<file path="src/rtl/mem_arbiter_if.sv">
// Bus bundle between the cache arbiter, the two caches and main memory.
// The master modport is the arbiter side; the slave modport is the cache/memory side.
interface mem_arbiter_if #(
  parameter int BLOCK_WORDS = 8
);
  localparam int WW = $clog2(BLOCK_WORDS);

  // Handshake: i_miss, d_miss and d_wr_req are levels held by the cache until
  // the matching *_fill_done / wr_ack pulse; mem_data_valid qualifies one word
  // of mem_data_out in its cycle; there is no back-pressure on either side.
  logic          i_miss;
  logic [15:0]   i_miss_addr;
  logic          d_miss;
  logic [15:0]   d_miss_addr;
  logic          d_wr_req;
  logic [15:0]   d_wr_addr;
  logic [15:0]   d_wr_data;
  logic [15:0]   mem_addr;
  logic [15:0]   mem_data_in;
  logic          mem_enable;
  logic          mem_wr;
  logic [15:0]   mem_data_out;
  logic          mem_data_valid;
  logic [15:0]   fill_data;
  logic [WW-1:0] fill_word;
  logic          i_fill_we;
  logic          d_fill_we;
  logic          i_fill_done;
  logic          d_fill_done;
  logic          i_busy;
  logic          d_busy;
  logic          wr_ack;

  modport master (
    input  i_miss, i_miss_addr, d_miss, d_miss_addr,
    input  d_wr_req, d_wr_addr, d_wr_data,
    input  mem_data_out, mem_data_valid,
    output mem_addr, mem_data_in, mem_enable, mem_wr,
    output fill_data, fill_word, i_fill_we, d_fill_we,
    output i_fill_done, d_fill_done, i_busy, d_busy, wr_ack
  );

  modport slave (
    output i_miss, i_miss_addr, d_miss, d_miss_addr,
    output d_wr_req, d_wr_addr, d_wr_data,
    output mem_data_out, mem_data_valid,
    input  mem_addr, mem_data_in, mem_enable, mem_wr,
    input  fill_data, fill_word, i_fill_we, d_fill_we,
    input  i_fill_done, d_fill_done, i_busy, d_busy, wr_ack
  );
endinterface

</file>
<file path="src/rtl/mem_arbiter.sv">
// Fixed-priority arbiter and block-fill sequencer for the single-ported main
// memory shared by the I-cache (fills) and D-cache (fills and write-through).
module mem_arbiter #(
  parameter int BLOCK_WORDS = 8
) (
  input  logic          clk,
  input  logic          rst,
  mem_arbiter_if.master bus,
  output logic [1:0]    state_dbg
);
  localparam int WW = $clog2(BLOCK_WORDS);
  localparam int CW = WW + 1;
  localparam logic [15:0]   OFFSET_MASK = 16'((2 * BLOCK_WORDS) - 1);
  localparam logic [CW-1:0] ISS_END     = CW'(BLOCK_WORDS);
  localparam logic [WW-1:0] LAST_WORD   = WW'(BLOCK_WORDS - 1);

  typedef enum logic [1:0] {
    IDLE   = 2'd0,
    I_FILL = 2'd1,
    D_FILL = 2'd2,
    WRITE  = 2'd3
  } state_t;

  state_t        state;
  state_t        state_nx;
  logic [CW-1:0] iss;
  logic [WW-1:0] rcv;
  logic [15:0]   lat_addr;
  logic [15:0]   lat_data;
  logic          filling;
  logic          issuing;
  logic          last_beat;

  assign filling   = (state == I_FILL) || (state == D_FILL);
  assign issuing   = filling && (iss < ISS_END);
  assign last_beat = filling && bus.mem_data_valid && (rcv == LAST_WORD);
  assign state_dbg = state;

  always_ff @(posedge clk) begin
    if (rst) state <= IDLE;
    else     state <= state_nx;
  end

  always_comb begin
    state_nx = state;
    case (state)
      IDLE: begin
        if (bus.i_miss)        state_nx = I_FILL;
        else if (bus.d_wr_req) state_nx = WRITE;
        else if (bus.d_miss)   state_nx = D_FILL;
      end
      I_FILL, D_FILL: if (last_beat) state_nx = IDLE;
      WRITE:          state_nx = IDLE;
      default:        state_nx = IDLE;
    endcase
  end

  // Counters are held at zero while idle so every fill starts from word 0.
  always_ff @(posedge clk) begin
    if (rst) begin
      iss      <= '0;
      rcv      <= '0;
      lat_addr <= '0;
      lat_data <= '0;
    end else if (state == IDLE) begin
      iss <= '0;
      rcv <= '0;
      if (bus.i_miss) begin
        lat_addr <= bus.i_miss_addr & ~OFFSET_MASK;
      end else if (bus.d_wr_req) begin
        lat_addr <= bus.d_wr_addr;
        lat_data <= bus.d_wr_data;
      end else if (bus.d_miss) begin
        lat_addr <= bus.d_miss_addr & ~OFFSET_MASK;
      end
    end else if (filling) begin
      if (issuing)            iss <= iss + 1'b1;
      if (bus.mem_data_valid) rcv <= rcv + 1'b1;
    end
  end

  always_comb begin
    bus.mem_addr    = '0;
    bus.mem_data_in = '0;
    bus.mem_enable  = 1'b0;
    bus.mem_wr      = 1'b0;
    bus.fill_data   = bus.mem_data_out;
    bus.fill_word   = '0;
    bus.i_fill_we   = 1'b0;
    bus.d_fill_we   = 1'b0;
    bus.i_fill_done = 1'b0;
    bus.d_fill_done = 1'b0;
    bus.i_busy      = 1'b0;
    bus.d_busy      = 1'b0;
    bus.wr_ack      = 1'b0;
    case (state)
      I_FILL, D_FILL: begin
        bus.mem_enable = issuing;
        if (issuing) bus.mem_addr = lat_addr | (16'(iss) << 1);
        bus.fill_word   = rcv;
        bus.i_fill_we   = (state == I_FILL) && bus.mem_data_valid;
        bus.d_fill_we   = (state == D_FILL) && bus.mem_data_valid;
        bus.i_fill_done = (state == I_FILL) && last_beat;
        bus.d_fill_done = (state == D_FILL) && last_beat;
        bus.i_busy      = (state == I_FILL);
        bus.d_busy      = (state == D_FILL);
      end
      WRITE: begin
        bus.mem_enable  = 1'b1;
        bus.mem_wr      = 1'b1;
        bus.mem_addr    = lat_addr;
        bus.mem_data_in = lat_data;
        bus.d_busy      = 1'b1;
        bus.wr_ack      = 1'b1;
      end
      default: ;
    endcase
  end
endmodule

</file>
<file path="src/flat_wrapper.sv">
// flat-port wrapper written by rule: the top's interface ports become plain ports
module mem_arbiter_flat 
#(
  parameter int BLOCK_WORDS = 8
)
  (clk, rst, state_dbg, bus_i_miss, bus_i_miss_addr, bus_d_miss, bus_d_miss_addr, bus_d_wr_req, bus_d_wr_addr, bus_d_wr_data, bus_mem_data_out, bus_mem_data_valid, bus_mem_addr, bus_mem_data_in, bus_mem_enable, bus_mem_wr, bus_fill_data, bus_fill_word, bus_i_fill_we, bus_d_fill_we, bus_i_fill_done, bus_d_fill_done, bus_i_busy, bus_d_busy, bus_wr_ack);
  mem_arbiter_if #(.BLOCK_WORDS(BLOCK_WORDS)) bus_i ();
  input  logic clk;
  input  logic rst;
  output logic [1:0] state_dbg;
  input wire logic [$bits(bus_i.i_miss)-1:0] bus_i_miss;
  input wire logic [$bits(bus_i.i_miss_addr)-1:0] bus_i_miss_addr;
  input wire logic [$bits(bus_i.d_miss)-1:0] bus_d_miss;
  input wire logic [$bits(bus_i.d_miss_addr)-1:0] bus_d_miss_addr;
  input wire logic [$bits(bus_i.d_wr_req)-1:0] bus_d_wr_req;
  input wire logic [$bits(bus_i.d_wr_addr)-1:0] bus_d_wr_addr;
  input wire logic [$bits(bus_i.d_wr_data)-1:0] bus_d_wr_data;
  input wire logic [$bits(bus_i.mem_data_out)-1:0] bus_mem_data_out;
  input wire logic [$bits(bus_i.mem_data_valid)-1:0] bus_mem_data_valid;
  output wire logic [$bits(bus_i.mem_addr)-1:0] bus_mem_addr;
  output wire logic [$bits(bus_i.mem_data_in)-1:0] bus_mem_data_in;
  output wire logic [$bits(bus_i.mem_enable)-1:0] bus_mem_enable;
  output wire logic [$bits(bus_i.mem_wr)-1:0] bus_mem_wr;
  output wire logic [$bits(bus_i.fill_data)-1:0] bus_fill_data;
  output wire logic [$bits(bus_i.fill_word)-1:0] bus_fill_word;
  output wire logic [$bits(bus_i.i_fill_we)-1:0] bus_i_fill_we;
  output wire logic [$bits(bus_i.d_fill_we)-1:0] bus_d_fill_we;
  output wire logic [$bits(bus_i.i_fill_done)-1:0] bus_i_fill_done;
  output wire logic [$bits(bus_i.d_fill_done)-1:0] bus_d_fill_done;
  output wire logic [$bits(bus_i.i_busy)-1:0] bus_i_busy;
  output wire logic [$bits(bus_i.d_busy)-1:0] bus_d_busy;
  output wire logic [$bits(bus_i.wr_ack)-1:0] bus_wr_ack;
  assign bus_i.i_miss = bus_i_miss;
  assign bus_i.i_miss_addr = bus_i_miss_addr;
  assign bus_i.d_miss = bus_d_miss;
  assign bus_i.d_miss_addr = bus_d_miss_addr;
  assign bus_i.d_wr_req = bus_d_wr_req;
  assign bus_i.d_wr_addr = bus_d_wr_addr;
  assign bus_i.d_wr_data = bus_d_wr_data;
  assign bus_i.mem_data_out = bus_mem_data_out;
  assign bus_i.mem_data_valid = bus_mem_data_valid;
  assign bus_mem_addr = bus_i.mem_addr;
  assign bus_mem_data_in = bus_i.mem_data_in;
  assign bus_mem_enable = bus_i.mem_enable;
  assign bus_mem_wr = bus_i.mem_wr;
  assign bus_fill_data = bus_i.fill_data;
  assign bus_fill_word = bus_i.fill_word;
  assign bus_i_fill_we = bus_i.i_fill_we;
  assign bus_d_fill_we = bus_i.d_fill_we;
  assign bus_i_fill_done = bus_i.i_fill_done;
  assign bus_d_fill_done = bus_i.d_fill_done;
  assign bus_i_busy = bus_i.i_busy;
  assign bus_d_busy = bus_i.d_busy;
  assign bus_wr_ack = bus_i.wr_ack;
  mem_arbiter #(.BLOCK_WORDS(BLOCK_WORDS)) u_core (.clk(clk), .rst(rst), .bus(bus_i), .state_dbg(state_dbg));
endmodule
</file>
<file path="config.mk">
export PLATFORM = sky130hd
export DESIGN_NAME = mem_arbiter_flat
export DESIGN_NICKNAME = d
export VERILOG_FILES = /design/src/rtl/mem_arbiter_if.sv /design/src/rtl/mem_arbiter.sv /design/src/flat_wrapper.sv
export SDC_FILE = /design/constraint.sdc
export NUM_CORES = 1
export LEC_CHECK = 0
export BUFFER_PORTS_ARGS = -buffer_cell sky130_fd_sc_hd__buf_4
export CAP_MARGIN = 25
export CORE_MARGIN = 10
export CORE_UTILIZATION = 38
export CTS_BUF_LIST = sky130_fd_sc_hd__clkbuf_8 sky130_fd_sc_hd__clkbuf_16
export CTS_CLUSTER_DIAMETER = 40
export DETAILED_ROUTE_END_ITERATION = 10
export PLACE_DENSITY = 0.76
export SYNTH_ARGS = -nofsm -noshare
export SYNTH_HDL_FRONTEND = slang
export SYNTH_SLANG_ARGS = --single-unit
</file>
<file path="constraint.sdc">
create_clock -name clk -period 2.6 [get_ports clk]
set_clock_uncertainty 0.1 [all_clocks]
set_input_delay 0.65 -clock clk [delete_from_list [all_inputs] [get_ports clk]]
set_output_delay 0.65 -clock clk [all_outputs]
set_load 0.05 [all_outputs]
</file>
Word-level counts from Yosys, hierarchy flattened
Index checks and enable logic that the tools add are counted.

Register bits after elaboration: 41. Input port bits: 86. Logic and storage cells: 53. Output and inout bits: 62.

Bitwise operators: 2. Reductions and logical operators: 17. Equal/unequal tests: 6. Magnitude comparators: 1. Mux-type cells: 20. Add/subtract/negate cells: 2.

Operator list (number): 2-to-1 mux 16 bit (5); case mux 16 bit (2 select lines) (1); bitwise OR 16 x 5 -> 16 bit (1); 2-to-1 mux 2 bit (4); AND reduction 2 bit (4); logical AND 1 bit (7); 2-to-1 mux 1 bit (6); case mux 2 bit (3 select lines) (1); adder 4 x 1 -> 4 bit, second input constant (1); equality test 2 bit, second input constant (2); less-than comparator 4 bit, second input constant (1); inequality test 4 bit, second input constant (1); case mux 1 bit (2 select lines) (2); OR reduction 2 bit (2); adder 3 x 1 -> 3 bit, second input constant (1); equality test 3 bit, second input constant (1); 2-to-1 mux 3 bit (1); AND reduction 3 bit (1); nonzero test 3 bit (1); equality test 2 x 1 -> 1 bit, second input constant (1); logical NOT 2 bit (1); inequality test 2 x 1 -> 1 bit, second input constant (1); logical OR 1 bit (1); NOT 1 bit (1).

Logic depth before layout (Yosys ltp)
Depth after elaboration: 6. Gate-level depth with buffers: 8.

Worst setup path after synthesis
OpenSTA, ideal clock, no wires.

Path type: register to output. Start point: reg u_core.state[1] (netlist: u_core.state_dbg[1]). End point: out bus_mem_addr[10]. Arrival time: 2446 ps. Setup slack: -596 ps. Stages on the path, launching flop included: 6. Path buffers: 1. Path through: dfxtp_1 > ha_1 > o21bai_2 > inv_2 > buf_2 > and2_1.

Cells in the longest elaborated chain, start to end: 5. Elaborated cells between the ends (all ways): 8. Those cells by class: 3 x eq/ne; 2 x mux; 3 x reduce/logical.

RTL lines: from (decl) (line mem_arbiter.sv:24) `state_t state;`; from (signal assigned) (line mem_arbiter.sv:41) `else state <= state_nx;`; equality test 2 x 1 -> 1 bit / equality test 2 bit (equally long branches) (line mem_arbiter.sv:34, mem_arbiter.sv:96); logical OR 1 bit (line mem_arbiter.sv:34) `assign filling = (state == I_FILL) || (state == D_FILL);`; logical AND 1 bit (line mem_arbiter.sv:35) `assign issuing = filling && (iss < ISS_END);`; 2-to-1 mux 16 bit (line mem_arbiter.sv:99) `if (issuing) bus.mem_addr = lat_addr | (16'(iss) << 1);`; case mux 16 bit (2 select lines) (*) (line mem_arbiter.sv:96) `case (state)`; to (decl) (line flat_wrapper.sv:20) `output wire logic [$bits(bus_i.mem_addr)-1:0] bus_mem_addr;`.

Mark *: on every way between the ends. The rest lies on a longest branch, timed or not.

Final worst setup path
Start point: reg u_core.state[1] (netlist: u_core.state_dbg[1]). End point: out bus_mem_addr[8].

Same word-level chain as after synthesis.

==> impl_metrics.tcl <==
set metrics [dict create \
    outcome "completed" \
    drc 0 \
    hpwl_mm 4.92 \
    slew_headroom_pct 47.8 \
    cts_made_buffers 5 \
    first_pass_iters 4 \
    die_x_um 97.3 \
    start_util_pct 38.8 \
    wl_per_cell_um 14.8 \
    layout-drive-gt1-share_pct 42.5 \
    ys_types 32 \
    path_max_fanout 7 \
    grt_max_degree 31 \
    worst_slew_pin_slew_ns 0.780 \
    postCtsHoldBufs 0 \
    finalWirelength_mm 6.54 \
    synth_edf_count 0 \
    leakage_nw 1.53 \
    die_h_um 97.3 \
    fill_cells 564 \
    vias 2085 \
    antenna_found_initial 0 \
    period_minus_slack_ns 2.55 \
    htreeDepth 2 \
    grtUsageTotal_pct 13.3 \
    synthFlopType "dfxtp_1" \
    areaGrowthSynthToFinish_pct 45.6 \
    syn_area_um2 2270 \
    period_share_pct 98.2 \
    portBuffers 107 \
    synth-seq-area-share_pct 36.1 \
    syn_nets 369 \
    worstSetupStartpointType "register" \
    rows 28 \
    cts_tree "yes" \
    core-area_um2 5850 \
    irDropWorstVdd_mv 0.340 \
    rsz0062_at_grt "true" \
    synth_cells 273 \
    setup_viol 0 \
    cts.clk_slew.worst_paths_ns 0.07 \
    clk_latency_ns 0.28 \
    setup_tns_ns 0 \
    die-area_um2 9470 \
    final_nets 463 \
    yosysWarnings 0 \
    dp_cells 424 \
    maxCapViolations 0 \
    crit_type "reg -> out" \
    hp-class "reg -> reg" \
    grt_pass1_vias 2265 \
    cts_sinks 41 \
    gr-total-overflow 0 \
    cts-root-buf "clkbuf_8" \
    fin_total_pwr_mw 2.49 \
    syn_avg_cell_area_um2 8.32 \
    drt_iter0_drc 73 \
    final_cells 442 \
    ios 148 \
    post_drt_via_cell_ratio 4.72 \
    grt_pass1_wl_mm 10.7 \
    endpoint_kind "output port" \
    ys_seq_elements 41 \
    num_antenna_cells 0 \
    cts_buffer_depth 2 \
    fmax_mhz 392 \
    critPathRequiredTime_ns 1.85 \
    synthArstFlopShare_pct 0 \
    crit_arrival_ns 1.80 \
    finalMaxSlewViolations 0 \
    p_per_area_nw_per_um2 754 \
    ant_nets 0 \
    gp_congestion 0.767 \
    finalHoldViolCount 0 \
]
-- final cells by class --
class	instances	area, um2	share of cell area, %
clock buffer	6	82.6	2.50
clock inverter	1	3.75	0.114
inverter	3	18.8	0.568
multi-input combinational	194	1290	39.1
sequential	41	828	25.0
tap	75	93.8	2.84
timing repair buffer	121	980	29.6
timing repair inverter	1	7.51	0.227
-- logic make-up (layout without fill, tap and decap cells) --
group | Yosys count | after routing | share of synthesized area, %
compound gates | 58 | 58 | 17.0
xor+xnor | 3 | 3 | 1.16
fa+ha+maj | 10 | 10 | 5.51
buf+inv | 38 | 132 | 10.5
flops | 41 | 41 | 36.1
mux | 13 | 13 | 5.73
simple gates | 110 | 110 | 24.0
-- through the flow --
step	instance area, um2	worst slack [ns]	hold WS, ns	utilization, %
after detailed placement	3000	0.165	0.342	51.3
after floorplan	2310	-0.0482	0.332	-
final	3310	0.0462	0.352	56.5
after global routing	3310	-0.0386	0.378	56.5
after global placement	3000	0.210	0.337	51.3
after CTS	3200	0.00414	0.353	54.7
-- cells in the mapped netlist, types with 2 or more instances --
library cell | instances | area, um2
a22o_1 | 12 | 105
xor2_1 | 2 | 17.5
buf_2 | 5 | 25.0
dfxtp_1 | 41 | 821
nand3b_1 | 2 | 15.0
and2_1 | 34 | 213
o21ai_0 | 15 | 75.1
a21oi_1 | 23 | 115
ha_1 | 10 | 125
clkbuf_1 | 8 | 30.0
buf_4 | 20 | 150
buf_6 | 2 | 22.5
nor2_1 | 16 | 60.1
nand2_1 | 48 | 180
mux2i_1 | 13 | 130
a22oi_1 | 4 | 30.0
inv_1 | 2 | 7.51
nand3_1 | 2 | 10.0
-- layout by cell type, fill, tap and decap left out, types with 2 or more instances in the layout --
master and instances:
buf_4 104, nand2_1 48, dfxtp_1 39, a21oi_1 23, and2_1 22, o21ai_0 15, buf_6 15, nor2_1 13
mux2i_1 13, a22o_1 12, and2_4 11, ha_1 8, clkbuf_8 6, a22oi_1 4, inv_4 3, nor2_4 3
nand3b_1 2, xor2_1 2, nand3_1 2, buf_8 2, dfxtp_4 2
-- critical path: stages (launching register included) --
cell and delay (ns):
dfxtp_4 0.36, inv_4 0.05, ha_4 0.23, nor2b_4 0.13
o21bai_4 0.17, clkinvlp_4 0.23, and2_4 0.22, buf_8 0.14
-- power by group --
part / internal [mW] / switching (mW) / total, mW
Combinational: 0.562 / 0.731 / 1.29
Clock: 0.207 / 0.196 / 0.403
Sequential: 0.735 / 0.0619 / 0.797
Total: 1.50 / 0.989 / 2.49
-- layer usage --
metal | wire, um | track usage, % | share of wire (%) | vias to the layer above
li1 | - | - | - | 1075
met1 | 2800 | 15.5 | 43 | 915
met2 | 3020 | 21.2 | 46 | 88
met3 | 666 | 6.40 | 10 | 7
met4 | 46 | 3.47 | 0.70 | 0
met5 | 0 | 0 | 0 | -
-- flip-flops by register name, indices dropped and copies added (netlist names) --
| register | count |
|---|---|
| u_core.iss | 4 |
| u_core.lat_addr | 16 |
| u_core.state_dbg | 2 |
| u_core.rcv | 3 |
| u_core.lat_data | 16 |
-- final timing paths --
check                                    startpoint             endpoint  slack, ns  cells after the start
worst min-delay path            u_core.lat_data[13]  u_core.lat_data[13]       0.35                      2
worst min register to register  u_core.lat_data[13]  u_core.lat_data[13]       0.35                      2
worst max-delay path            u_core.state_dbg[1]      bus_mem_addr[8]       0.05                      7
worst max register to register  u_core.state_dbg[0]   u_core.lat_addr[5]       0.66                      6
-- repair_timing --
action                     4_1_cts  5_1_grt
cloned                           1        0
resized for setup               17       19
setup endpoints to repair       14       17
buffers inserted                 5        5
pin swaps                        8        6
No activity file was read; power rests on OpenSTA's default activity.
